==> config.mk <==
export PLATFORM = sky130hd
export DESIGN_NAME = pipe_stage_reg
export DESIGN_NICKNAME = d
export VERILOG_FILES = /design/src/rtl/pipe_stage_reg.sv
export SDC_FILE = /design/constraint.sdc
export NUM_CORES = 1
export LEC_CHECK = 0
export CORE_UTILIZATION = 47
export CTS_BUF_LIST = sky130_fd_sc_hd__clkbuf_8
export DETAILED_ROUTE_END_ITERATION = 10
export GPL_ROUTABILITY_DRIVEN = 0
export PLACE_DENSITY_LB_ADDON = 0.1
export SYNTH_ARGS = -nofsm -noshare
export SYNTH_HDL_FRONTEND = slang
export SYNTH_SLANG_ARGS = --single-unit
==> constraint.sdc <==
create_clock -name clk -period 23.6 [get_ports clk]
set_input_delay 7.08 -clock clk [delete_from_list [all_inputs] [get_ports clk]]
set_output_delay 7.08 -clock clk [all_outputs]
set_load 0.02 [all_outputs]
==> src/rtl/pipe_stage_reg.sv <==
// pipe_stage_reg
//
// Generic pipeline stage register. It uses a valid/ready handshake and a
// two-entry skid buffer. Upstream stages pack their fields into one
// DATA_WIDTH payload.
//
// in_ready depends only on the registered state, so no combinational path
// runs from out_ready back to in_ready. flush squashes everything held in a
// single cycle.
//
// Parameters
//   DATA_WIDTH  width of the packed stage payload (default 160)
//   CNT_WIDTH   width of each performance counter (default 16).
//               Only used when PIPE_STAGE_PERF_EN is defined.
//
// Ports
//   clk         rising-edge clock
//   rst         asynchronous, active-high reset
//   flush       synchronous squash of all held entries
//   in_valid    upstream offers in_data
//   in_ready    stage can accept a payload (state-only)
//   in_data     upstream payload
//   out_valid   out_data holds a live payload
//   out_ready   downstream accepts this cycle
//   out_data    payload to the next stage
//   perf_clr    synchronous clear of both counters   (PIPE_STAGE_PERF_EN)
//   stall_cnt   saturating count of back-pressured cycles (PIPE_STAGE_PERF_EN)
//   bubble_cnt  saturating count of empty-output cycles   (PIPE_STAGE_PERF_EN)
//
// Optional feature macro: PIPE_STAGE_PERF_EN (adds perf counters and their ports).

module pipe_stage_reg #(
  parameter int DATA_WIDTH = 160,
  parameter int CNT_WIDTH  = 16
) (
  input  logic                  clk,
  input  logic                  rst,
  input  logic                  flush,
  input  logic                  in_valid,
  output logic                  in_ready,
  input  logic [DATA_WIDTH-1:0] in_data,
  output logic                  out_valid,
  input  logic                  out_ready,
  output logic [DATA_WIDTH-1:0] out_data
`ifdef PIPE_STAGE_PERF_EN
  ,
  input  logic                  perf_clr,
  output logic [CNT_WIDTH-1:0]  stall_cnt,
  output logic [CNT_WIDTH-1:0]  bubble_cnt
`endif
);

  // Reject nonsensical configurations at elaboration time.
  if (DATA_WIDTH < 1 || CNT_WIDTH < 1) begin : g_param_check
    $error("pipe_stage_reg: DATA_WIDTH and CNT_WIDTH must be >= 1");
  end

  typedef enum logic [1:0] {
    EMPTY = 2'd0,
    ONE   = 2'd1,
    FULL  = 2'd2
  } st_t;

  st_t st_p0, st_nxt;

  // main_p0 always holds the oldest payload. skid_p0 holds the one behind it.
  logic [DATA_WIDTH-1:0] main_p0;
  logic [DATA_WIDTH-1:0] skid_p0;

  logic in_fire;
  logic out_fire;
  logic load_main;
  logic main_from_skid;
  logic load_skid;

  assign in_ready  = (st_p0 != FULL);
  assign out_valid = (st_p0 != EMPTY);
  assign out_data  = main_p0;
  assign in_fire   = in_valid & in_ready;
  assign out_fire  = out_valid & out_ready;

  // ---- stage control: next state and register load enables ----
  always_comb begin
    st_nxt         = st_p0;
    load_main      = 1'b0;
    main_from_skid = 1'b0;
    load_skid      = 1'b0;
    if (!flush) begin
      unique case (st_p0)
        EMPTY: begin
          if (in_fire) begin
            load_main = 1'b1;
            st_nxt    = ONE;
          end
        end
        ONE: begin
          if (in_fire && out_fire) begin
            load_main = 1'b1;
          end else if (in_fire) begin
            load_skid = 1'b1;
            st_nxt    = FULL;
          end else if (out_fire) begin
            st_nxt = EMPTY;
          end
        end
        FULL: begin
          // in_ready is low here, so only the drain path can move.
          if (out_fire) begin
            load_main      = 1'b1;
            main_from_skid = 1'b1;
            st_nxt         = ONE;
          end
        end
        default: st_nxt = EMPTY;
      endcase
    end else begin
      st_nxt = EMPTY;
    end
  end

  always_ff @(posedge clk or posedge rst) begin
    if (rst) begin
      st_p0 <= EMPTY;
    end else begin
      st_p0 <= st_nxt;
    end
  end

  // ---- stage data: main/skid payload registers ----
  // The payload registers are cleared on reset and on flush, so a squashed
  // payload never lingers on out_data.
  always_ff @(posedge clk or posedge rst) begin
    if (rst) begin
      main_p0 <= '0;
      skid_p0 <= '0;
    end else if (flush) begin
      main_p0 <= '0;
      skid_p0 <= '0;
    end else begin
      if (load_main) begin
        main_p0 <= main_from_skid ? skid_p0 : in_data;
      end
      if (load_skid) begin
        skid_p0 <= in_data;
      end
    end
  end

`ifdef PIPE_STAGE_PERF_EN
  function automatic logic [CNT_WIDTH-1:0] sat_inc(input logic [CNT_WIDTH-1:0] c);
    return (&c) ? c : c + 1'b1;
  endfunction

  // ---- perf counters: saturating, cleared only by reset/perf_clr ----
  always_ff @(posedge clk or posedge rst) begin
    if (rst) begin
      stall_cnt  <= '0;
      bubble_cnt <= '0;
    end else if (perf_clr) begin
      stall_cnt  <= '0;
      bubble_cnt <= '0;
    end else begin
      if (out_valid && !out_ready) begin
        stall_cnt <= sat_inc(stall_cnt);
      end
      if (!out_valid) begin
        bubble_cnt <= sat_inc(bubble_cnt);
      end
    end
  end
`endif

endmodule
After elaboration in Yosys (flattened, before gate mapping). Cells that the tools add are included.

Equality and inequality tests: 7. Mux-type cells: 22. Bitwise operators: 2. Reduce and logical (&&, ||, !) cells: 6.

Operators by type and width (count): $mux W160 (5); $mux W2 (6); $mux W1 (9); $ne A3 B3 Y1 const B (3); $pmux W2 S3 (1); $reduce_bool A2 Y1 (3); $ne A4 B4 Y1 const B (1); $reduce_and A4 Y1 (1); $pmux W1 S3 (1); $and A1 B1 Y1 (2); $eq A2 B1 Y1 const B (1); $eq A2 B2 Y1 const B (1); $logic_not A2 Y1 (1); $ne A2 B2 Y1 const B (1); $logic_and A1 B1 Y1 (1).

Register bits after elaboration: 322. Output and inout port bits: 162. Word-level logic and storage cells: 40.

Depth between registers and ports, before layout. Gate-level depths: netlist of run 1.

Word-level depth: 8. Gate-level depth with buffers: 7. Depth with buffers taken out: 4.

Worst setup path before layout of run 1. Ideal clock, no wire load.

Path kind: in2reg. Start: input port out_ready. End: register main_p0[10] (netlist: out_data[10]). Arrival time: 7.972 ns. Path slack: 15.509 ns. Cell stages on the path: 6. Buffers on the path: 2. Path through: nand3b_2 -> nor2_4 -> buf_6 -> clkbuf_4 -> mux2i_1 -> o2bb2ai_2.

Longest elaborated chain between the ends: 7. Elaborated cells on any way between the ends: 12. Classes of those cells: mux (9); bitwise (1); reduce/logical (2).

Ends and longest elaborated chain: start: declaration (line 43) `input logic out_ready,`; $and A1 B1 Y1 * (line 80) `assign out_fire = out_valid & out_ready;`; $mux W1 (line 108) `if (out_fire) begin`; $mux W1 (line 89) `unique case (st_p0)`; $mux W1 (line 88) `if (!flush) begin`; $mux W160 (line 141) `main_p0 <= main_from_skid ? skid_p0 : in_data;`; $mux W160 (line 140) `if (load_main) begin`; $mux W160 (line 136) `end else if (flush) begin`; end signal: assignment (line 141); end: declaration (line 67) `logic [DATA_WIDTH-1:0] main_p0;`.

Every way passes the cells marked *; elsewhere a longest branch is shown, timed or not. The select of a mux whose other input is x is not followed. A chain may end at the register's enable or synchronous reset.

Worst setup path in the final report of run 1.
Start: input port out_ready. End: register main_p0[83] (netlist: out_data[83]).

The elaborated chain is that of the path after synthesis.

==> results of run 1 <==
## worst max-delay path, cell delays in order
cell	delay, ns
clkdlybuf4s50_1	0.53
nand3b_2	0.15
nor2_4	0.11
buf_4	0.77
buf_4	0.97
mux2i_1	0.32
o2bb2ai_2	0.07
## cells in the mapped netlist
cell type  instances  area share
dfrtp_1          322        0.56
nand2_1          320       0.083
a21oi_1          161       0.056
mux2i_1          160        0.11
o2bb2ai_2        100        0.10
o2bb2ai_1         60       0.036
buf_2             41       0.014
buf_4             23       0.012
clkbuf_1          14      0.0036
buf_6             13       0.010
buf_1              9      0.0023
clkbuf_4           6      0.0031
nand2b_1           3      0.0013
nor2_4             2      0.0016
or2_2              2     0.00086
inv_1              1     0.00026
nand2b_4           1     0.00095
nand3b_2           1     0.00078
nor2_1             1     0.00026
nor2b_1            1     0.00043
nor2b_2            1     0.00061
o21a_1             1     0.00052
o21ai_2            1     0.00061
xnor2_1            1     0.00061
## power breakdown
| part | switching (mW) | internal (mW) |
|---|---|---|
| clock | 0.220 | 0.283 |
| sequential | 0.0197 | 0.578 |
| combinational | 0.101 | 0.0832 |
| total | 0.340 | 0.945 |
## registers in the layout, indices dropped and copies added (netlist names)
signal / count
out_data: 160
skid_p0: 160
st_p0: 2
## per-layer routing
layer | part of all wire | vias to the layer above | global-route usage | wire, um
met5 | 0.00044 | - | 0 | 17
li1 | - | 4956 | - | -
met2 | 0.45 | 323 | 0.359 | 17500
met4 | 0.019 | 2 | 0.0805 | 745
met1 | 0.46 | 5336 | 0.351 | 17500
met3 | 0.069 | 52 | 0.0578 | 2660
## kinds of logic (layout without fill, tap and decap cells)
| logic type | after synthesis | in the layout | share of synthesized area |
|---|---|---|---|
| XOR/XNOR | 1 | 1 | 0.000605 |
| other | 0 | 4 | 0 |
| multiplexers | 160 | 160 | 0.111 |
| AO/OA/AOI/OAI | 323 | 323 | 0.197 |
| AND/OR/NAND/NOR | 332 | 332 | 0.0897 |
| flip-flops | 322 | 322 | 0.557 |
| buffers and inverters | 107 | 438 | 0.0456 |
## stage by stage
step                utilization  cell area, sq um
floorplan                     -             14500
global placement          0.591             17700
detailed placement        0.591             17700
CTS                       0.629             18800
global route              0.629             18800
finish                    0.629             18800
## cell type report
cell class,instances,area share
timing repair buffer,341,0.179
tap,390,0.0259
sequential,322,0.428
multi-input combinational,816,0.307
clock buffer,73,0.0533
clock inverter,23,0.00598
inverter,1,0.000598
antenna,4,0.000531
## worst max path at each step
stage	start	to	slack, ns	depth (start not counted)
after floorplan	rst	out_data[0]	7.61	1
after global placement	out_ready	out_data[80]	13.39	7
after detailed placement	out_ready	out_data[22]	13.34	7
after CTS	out_ready	out_data[19]	13.95	7
after global routing	out_ready	out_data[97]	13.80	7
final	out_ready	out_data[83]	13.94	7
==> results_dict.tcl, run 1 <==
set metrics [dict create \
    min-delay-start "out_data[115]" \
    critical_path_class "primary input to flip-flop" \
    tns_ns 0 \
    grt_pass1_wl_um 60200 \
    maxCapViolCount 0 \
    final_cells 1970 \
    cts_tree "yes" \
    mostFrequentLayoutCells "clkdlybuf4s50_1 (325), dfrtp_1 (322), nand2_1 (320), a21oi_1 (161), mux2i_1 (160)" \
    drt_first_pass_iters 5 \
    core_area_sq_um 30000 \
    grt_usage 0.243 \
    io_pins 327 \
    crit_arrival_ns 10.08 \
    max_slew_margin 0.227 \
    yosysWarnings 0 \
    grt-ovfl-total 0 \
    numCtsBuffers 54 \
    power_density_nw_per_um2 68.2 \
    start_util 0.483 \
    grt_max_degree 125 \
    viasPerCell 5.42 \
    min_path_cells 1 \
    hold_path_end "out_data[115]" \
    setup_viol 0 \
    num_rows 63 \
    worstMarginPinSlew_ns 1.16 \
    total_power_mw 1.29 \
    vias 10700 \
    yosysSeqAreaShare 0.557 \
    seqCellArea_sq_um 8060 \
    dp_slack_ns 13.34 \
    post_cts_resized 0 \
    hold-worst-slack_ns 0.483 \
    antenna_found_initial 5 \
    crit_fanout 58 \
    crit_required_ns 24.01 \
    die_y_um 177 \
    area_growth_syn_to_layout_pct 30.1 \
    skew_ns 0.0206 \
    fp.dieArea_sq_um 31500 \
    hold_viol 0 \
    status "complete, no violations" \
    min_path_type "flip-flop to flip-flop" \
    ys_types 24 \
    htree_levels 2 \
    avgRoutedWirePerCell_um 19.5 \
    r2r-start "st_p0[0]" \
    cts_setup_buffers 0 \
    drt_iter0_markers 766 \
    drive_gt1_frac 0.128 \
    dpl.cell_count 1870 \
    fillers 2431 \
    ir_worst_vdd_v 0.0000634 \
    syn_area_sq_um 14500 \
    setup_ws_ns 13.94 \
    clkLatencyLatePin_ns 0.58 \
    p_leak_nw 7.51 \
    clockRootBuffer "clkbuf_8" \
    period_minus_slack_ns 9.66 \
    fp.dieW_um 177 \
    clk_pin_slew_ns 0.06 \
    drt-total-wl_um 38400 \
    slew_violations 0 \
    route.detailed.drc 0 \
    synth_nets 1410 \
    clk_path_buf_depth 3 \
    cts.sinks 322 \
    ant_nets 0 \
    syn_avg_cell_area_sq_um 11.6 \
    hpwl_um 22400 \
    r2r_end "out_data[83]" \
    reg2reg_depth 6 \
    end_kind "flip-flop" \
    cts_hold_buf 0 \
    reg2reg_slack_ns 20.45 \
    nets 1701 \
    io_buffer_count 326 \
    first_global_vias 10700 \
    postSynthCellCount 1245 \
    clock.fmax_mhz 103 \
    multiInputGateArea_sq_um 5780 \
    synth-seq-cells 322 \
    rsz0062_at_grt "no" \
    critPathLaunchType "primary input" \
    layout_commonest_cell "clkdlybuf4s50_1" \
    timing.final.crit_share 0.410 \
]
(Power assumes the default switching activity.)
==> run 2: changes to the inputs <==
Clock period 23.6 ns to 9.4 ns, I/O delays scaled along.
==> results_dict.tcl, run 2 (synthesis results as in run 1) <==
set metrics [dict create \
    num_rows 63 \
    clk_pin_slew_ns 0.06 \
    cts_tree "yes" \
    reg2reg_slack_ns 6.61 \
    grt_max_degree 176 \
    avgRoutedWirePerCell_um 19.1 \
    reg2reg_depth 5 \
    timing.final.crit_share 0.563 \
    min_path_cells 1 \
    dp_slack_ns 3.76 \
    htree_levels 2 \
    hpwl_um 21500 \
    skew_ns 0.0220 \
    drt-total-wl_um 37600 \
    drive_gt1_frac 0.127 \
    r2r-start "st_p0[1]" \
    route.detailed.drc 0 \
    ir_worst_vdd_v 0.000138 \
    end_kind "flip-flop" \
    crit_fanout 160 \
    clockRootBuffer "clkbuf_8" \
    tns_ns 0 \
    cts.sinks 322 \
    vias 10600 \
    crit_required_ns 9.82 \
    ant_nets 0 \
    nets 1698 \
    viasPerCell 5.40 \
    clock.fmax_mhz 189 \
    setup_ws_ns 4.11 \
    die_y_um 177 \
    p_leak_nw 7.46 \
    critPathLaunch "flush" \
    period_minus_slack_ns 5.29 \
    met1Wirelength_um 16700 \
    worstMarginPinSlew_ns 1.22 \
    drt_first_pass_iters 5 \
    r2r_end "skid_p0[36]" \
    post_cts_resized 0 \
    start_util 0.483 \
    first_global_vias 10700 \
    max_slew_margin 0.190 \
    io_buffer_count 326 \
    mostFrequentLayoutCells "clkdlybuf4s50_1 (325), dfrtp_1 (322), nand2_1 (320), a21oi_1 (161), mux2i_1 (160)" \
    critPathLaunchType "primary input" \
    critPathSlowestCell "buf_4" \
    wl_met3_um 2480 \
    top_layer "met5" \
    antenna_found_initial 6 \
    layout_commonest_cell "clkdlybuf4s50_1" \
    min_path_type "flip-flop to flip-flop" \
    hold_viol 0 \
    core_area_sq_um 30000 \
    grt_pass1_wl_um 59200 \
    grt_usage 0.238 \
    power_density_nw_per_um2 169 \
    grt-ovfl-total 0 \
    crit_path_cell_trace "buf_4, buf_4, buf_4, nor2_4, buf_12, o2bb2ai_2" \
    crit_arrival_ns 5.71 \
    status "complete, no violations" \
    crit_end "out_data[81]" \
    cts_hold_buf 0 \
    setup_viol 0 \
    drt_iter0_markers 710 \
    io_pins 327 \
    path_common_cell "buf_4" \
    met2_wirelength_um 17200 \
    critical_path_class "primary input to flip-flop" \
    clkLatencyLatePin_ns 0.58 \
    slew_violations 0 \
    cts_setup_buffers 0 \
    fp.dieArea_sq_um 31500 \
    maxCapViolCount 0 \
    slowest_delay_ns 0.90 \
    rsz0062_at_grt "no" \
    numCtsBuffers 54 \
    fp.dieW_um 177 \
    clk_path_buf_depth 3 \
    area_growth_syn_to_layout_pct 30.0 \
]
## run 2: changes by cell type in the layout (fill, tap and decap cells not counted), sizes merged
cell	delta
buf	-3
clkbuf	-5
clkinv	+3
clkinvlp	+3
diode	-1
inv	-5
## run 2: metal layers
metal,GRT usage,up-vias
met5,0,-
met4,0.0951,4
met3,0.0561,82
met2,0.353,310
met1,0.336,5248
li1,-,4950
## run 2: through the flow
step           power (mW)  instances  area [sq um]  hold slack (ns)   util
3_5_place_dp         1.99       1867         17700            0.473  0.592
2_1_floorplan        1.76       1245         14500            0.501      -
6_report             3.19       1962         18800            0.485  0.628
4_1_cts              3.23       1959         18800            0.491  0.628
5_1_grt              3.33       1962         18800            0.499  0.628
3_3_place_gp         1.98       1867         17700            0.472  0.592
## run 2: cell type report
type	count	area, sq um
timing repair buffer	338	3400
tap	390	488
antenna	3	7.51
multi-input combinational	816	5780
clock inverter	24	133
clock buffer	68	936
sequential	322	8060
inverter	1	7.51
fill	2426	11100
## run 2: worst min-delay path by stage
stage,start,end,slack (ns)
6_report,out_data[120],out_data[120],0.48
5_1_grt,out_data[115],out_data[115],0.50
4_1_cts,out_data[120],out_data[120],0.49
3_5_place_dp,out_data[102],out_data[102],0.47
3_3_place_gp,out_data[103],out_data[103],0.47
2_1_floorplan,skid_p0[0],skid_p0[0],0.50
## run 2: power breakdown
part           total (mW)  switching, mW  internal [mW]
Sequential           1.50         0.0488           1.45
Clock                1.23          0.554          0.672
Combinational       0.460          0.250          0.210
## run 2: critical path: cells and delay by family
kind	cells	cell delay, ns
AOI/OAI and AO/OA	1	0.32
buffers and inverters	4	2.02
and+or+nand+nor	1	0.09
==> run 3: changes to the inputs <==
Clock period 9.4 ns to 4.4 ns, I/O delays scaled along.
==> results_dict.tcl, run 3 (synthesis results as in run 1) <==
set metrics [dict create \
    status "complete, no violations" \
    hold_viol 0 \
    hold-worst-slack_ns 0.487 \
    fp.dieW_um 177 \
    die_y_um 177 \
    slew_violations 0 \
    seqCellArea_sq_um 8060 \
    crit_path_cell_trace "or2_2, clkdlybuf4s50_1" \
    min_path_type "flip-flop to flip-flop" \
    hpwl_um 23200 \
    viasPerCell 5.37 \
    period_minus_slack_ns 3.17 \
    skew_ns 0.0172 \
    p_leak_nw 7.56 \
    critical_path_class "flip-flop to output port" \
    critPathLaunchType "flip-flop" \
    dp_slack_ns 0.983 \
    cts.sinks 322 \
    end_kind "output port" \
    cts_tree "yes" \
    worstMarginPinSlew_ns 1.03 \
    vias 10600 \
    clk_path_buf_depth 3 \
    first_global_vias 10800 \
    slowest_delay_ns 0.54 \
    io_pins 327 \
    start_util 0.483 \
    route.detailed.drc 0 \
    cts_setup_buffers 0 \
    core_area_sq_um 30000 \
    nets 1714 \
    layout_commonest_cell "clkdlybuf4s50_1" \
    fillers 2417 \
    ant_nets 0 \
    clk_pin_slew_ns 0.06 \
    numCtsBuffers 53 \
    cts_hold_buf 0 \
    drive_gt1_frac 0.136 \
    clockRootBuffer "clkbuf_8" \
    drt_iter0_markers 598 \
    crit_required_ns 3.08 \
    rsz0062_at_grt "no" \
    crit_arrival_ns 1.85 \
    num_rows 63 \
    crit_fanout 5 \
    setup_viol 0 \
    setup_ws_ns 1.23 \
    timing.final.crit_share 0.721 \
    avgRoutedWirePerCell_um 19.3 \
    drt_first_pass_iters 4 \
    fin_util 0.635 \
    critPathSlowestCell "clkdlybuf4s50_1" \
    io_buffer_count 326 \
    mostFrequentLayoutCells "clkdlybuf4s50_1 (325), dfrtp_1 (322), nand2_1 (320), a21oi_1 (161), mux2i_1 (160)" \
    grt_pass1_wl_um 60000 \
    grt-ovfl-total 0 \
    drt-total-wl_um 38000 \
    max_slew_margin 0.315 \
    grt_usage 0.241 \
    maxCapViolCount 0 \
    post_cts_resized 0 \
    ir_worst_vdd_v 0.000182 \
    fp.dieArea_sq_um 31500 \
    clock.fmax_mhz 315 \
    grt_max_degree 98 \
    multiInputGateArea_sq_um 5780 \
    htree_levels 2 \
    area_growth_syn_to_layout_pct 31.4 \
    clkLatencyLatePin_ns 0.57 \
    antenna_found_initial 3 \
    power_density_nw_per_um2 356 \
]
-- run 3: cell count changes in the layout (fill, tap and decap cells not counted) --
cell,previous run,this run
buf_4,9,16
clkbuf_8,68,66
inv_1,17,14
inv_6,1,0
buf_12,4,14
clkinv_2,3,6
clkinvlp_4,3,1
-- run 3: power by group --
group	switching (mW)	internal, mW	total [mW]
combinational	0.541	0.469	1.01
sequential	0.106	3.10	3.21
clock	1.17	1.39	2.56
-- run 3: final timing paths --
path	from	to	cells past startpoint	slack, ns
worst max-delay path	st_p0[1]	out_valid	2	1.23
worst min-delay path	out_data[116]	out_data[116]	1	0.49
worst max register to register	st_p0[0]	out_data[72]	5	2.31
worst min register to register	out_data[116]	out_data[116]	1	0.49
max in group asynchronous	rst	skid_p0[82]	3	2.20
min in group asynchronous	rst	out_data[152]	2	1.18
-- run 3: through the flow --
step	std cells	total power [mW]	cell area, sq um	setup TNS [ns]
global route	1971	7.07	19000	0
CTS	1971	6.85	19000	0
detailed placement	1884	4.28	18000	0
finish	1974	6.78	19000	0
floorplan	1245	3.76	14500	-391.16
global placement	1884	4.27	18000	0
-- run 3: metal layers --
layer | vias to the layer above | track usage | share of wire
li1 | 4981 | - | -
met1 | 5258 | 0.338 | 0.46
met2 | 302 | 0.371 | 0.45
met3 | 63 | 0.0600 | 0.066
met4 | 2 | 0.0641 | 0.022
met5 | - | 0 | 0.00034
-- run 3: layout make-up --
class / count / area share
diodes: 3 / 0.000395
multi-input cells: 816 / 0.304
clock inverters: 21 / 0.00592
inverters: 1 / 0.000395
flip-flops and latches: 322 / 0.424
repair buffers: 355 / 0.192
well taps: 390 / 0.0257
clock buffers: 66 / 0.0478
-- run 3: critical path, delay by kind of cell (launching register included) --
family	cells	cell delay, ns
flip-flops	1	0.43
buffers and inverters	1	0.54
AND/OR/NAND/NOR	1	0.32
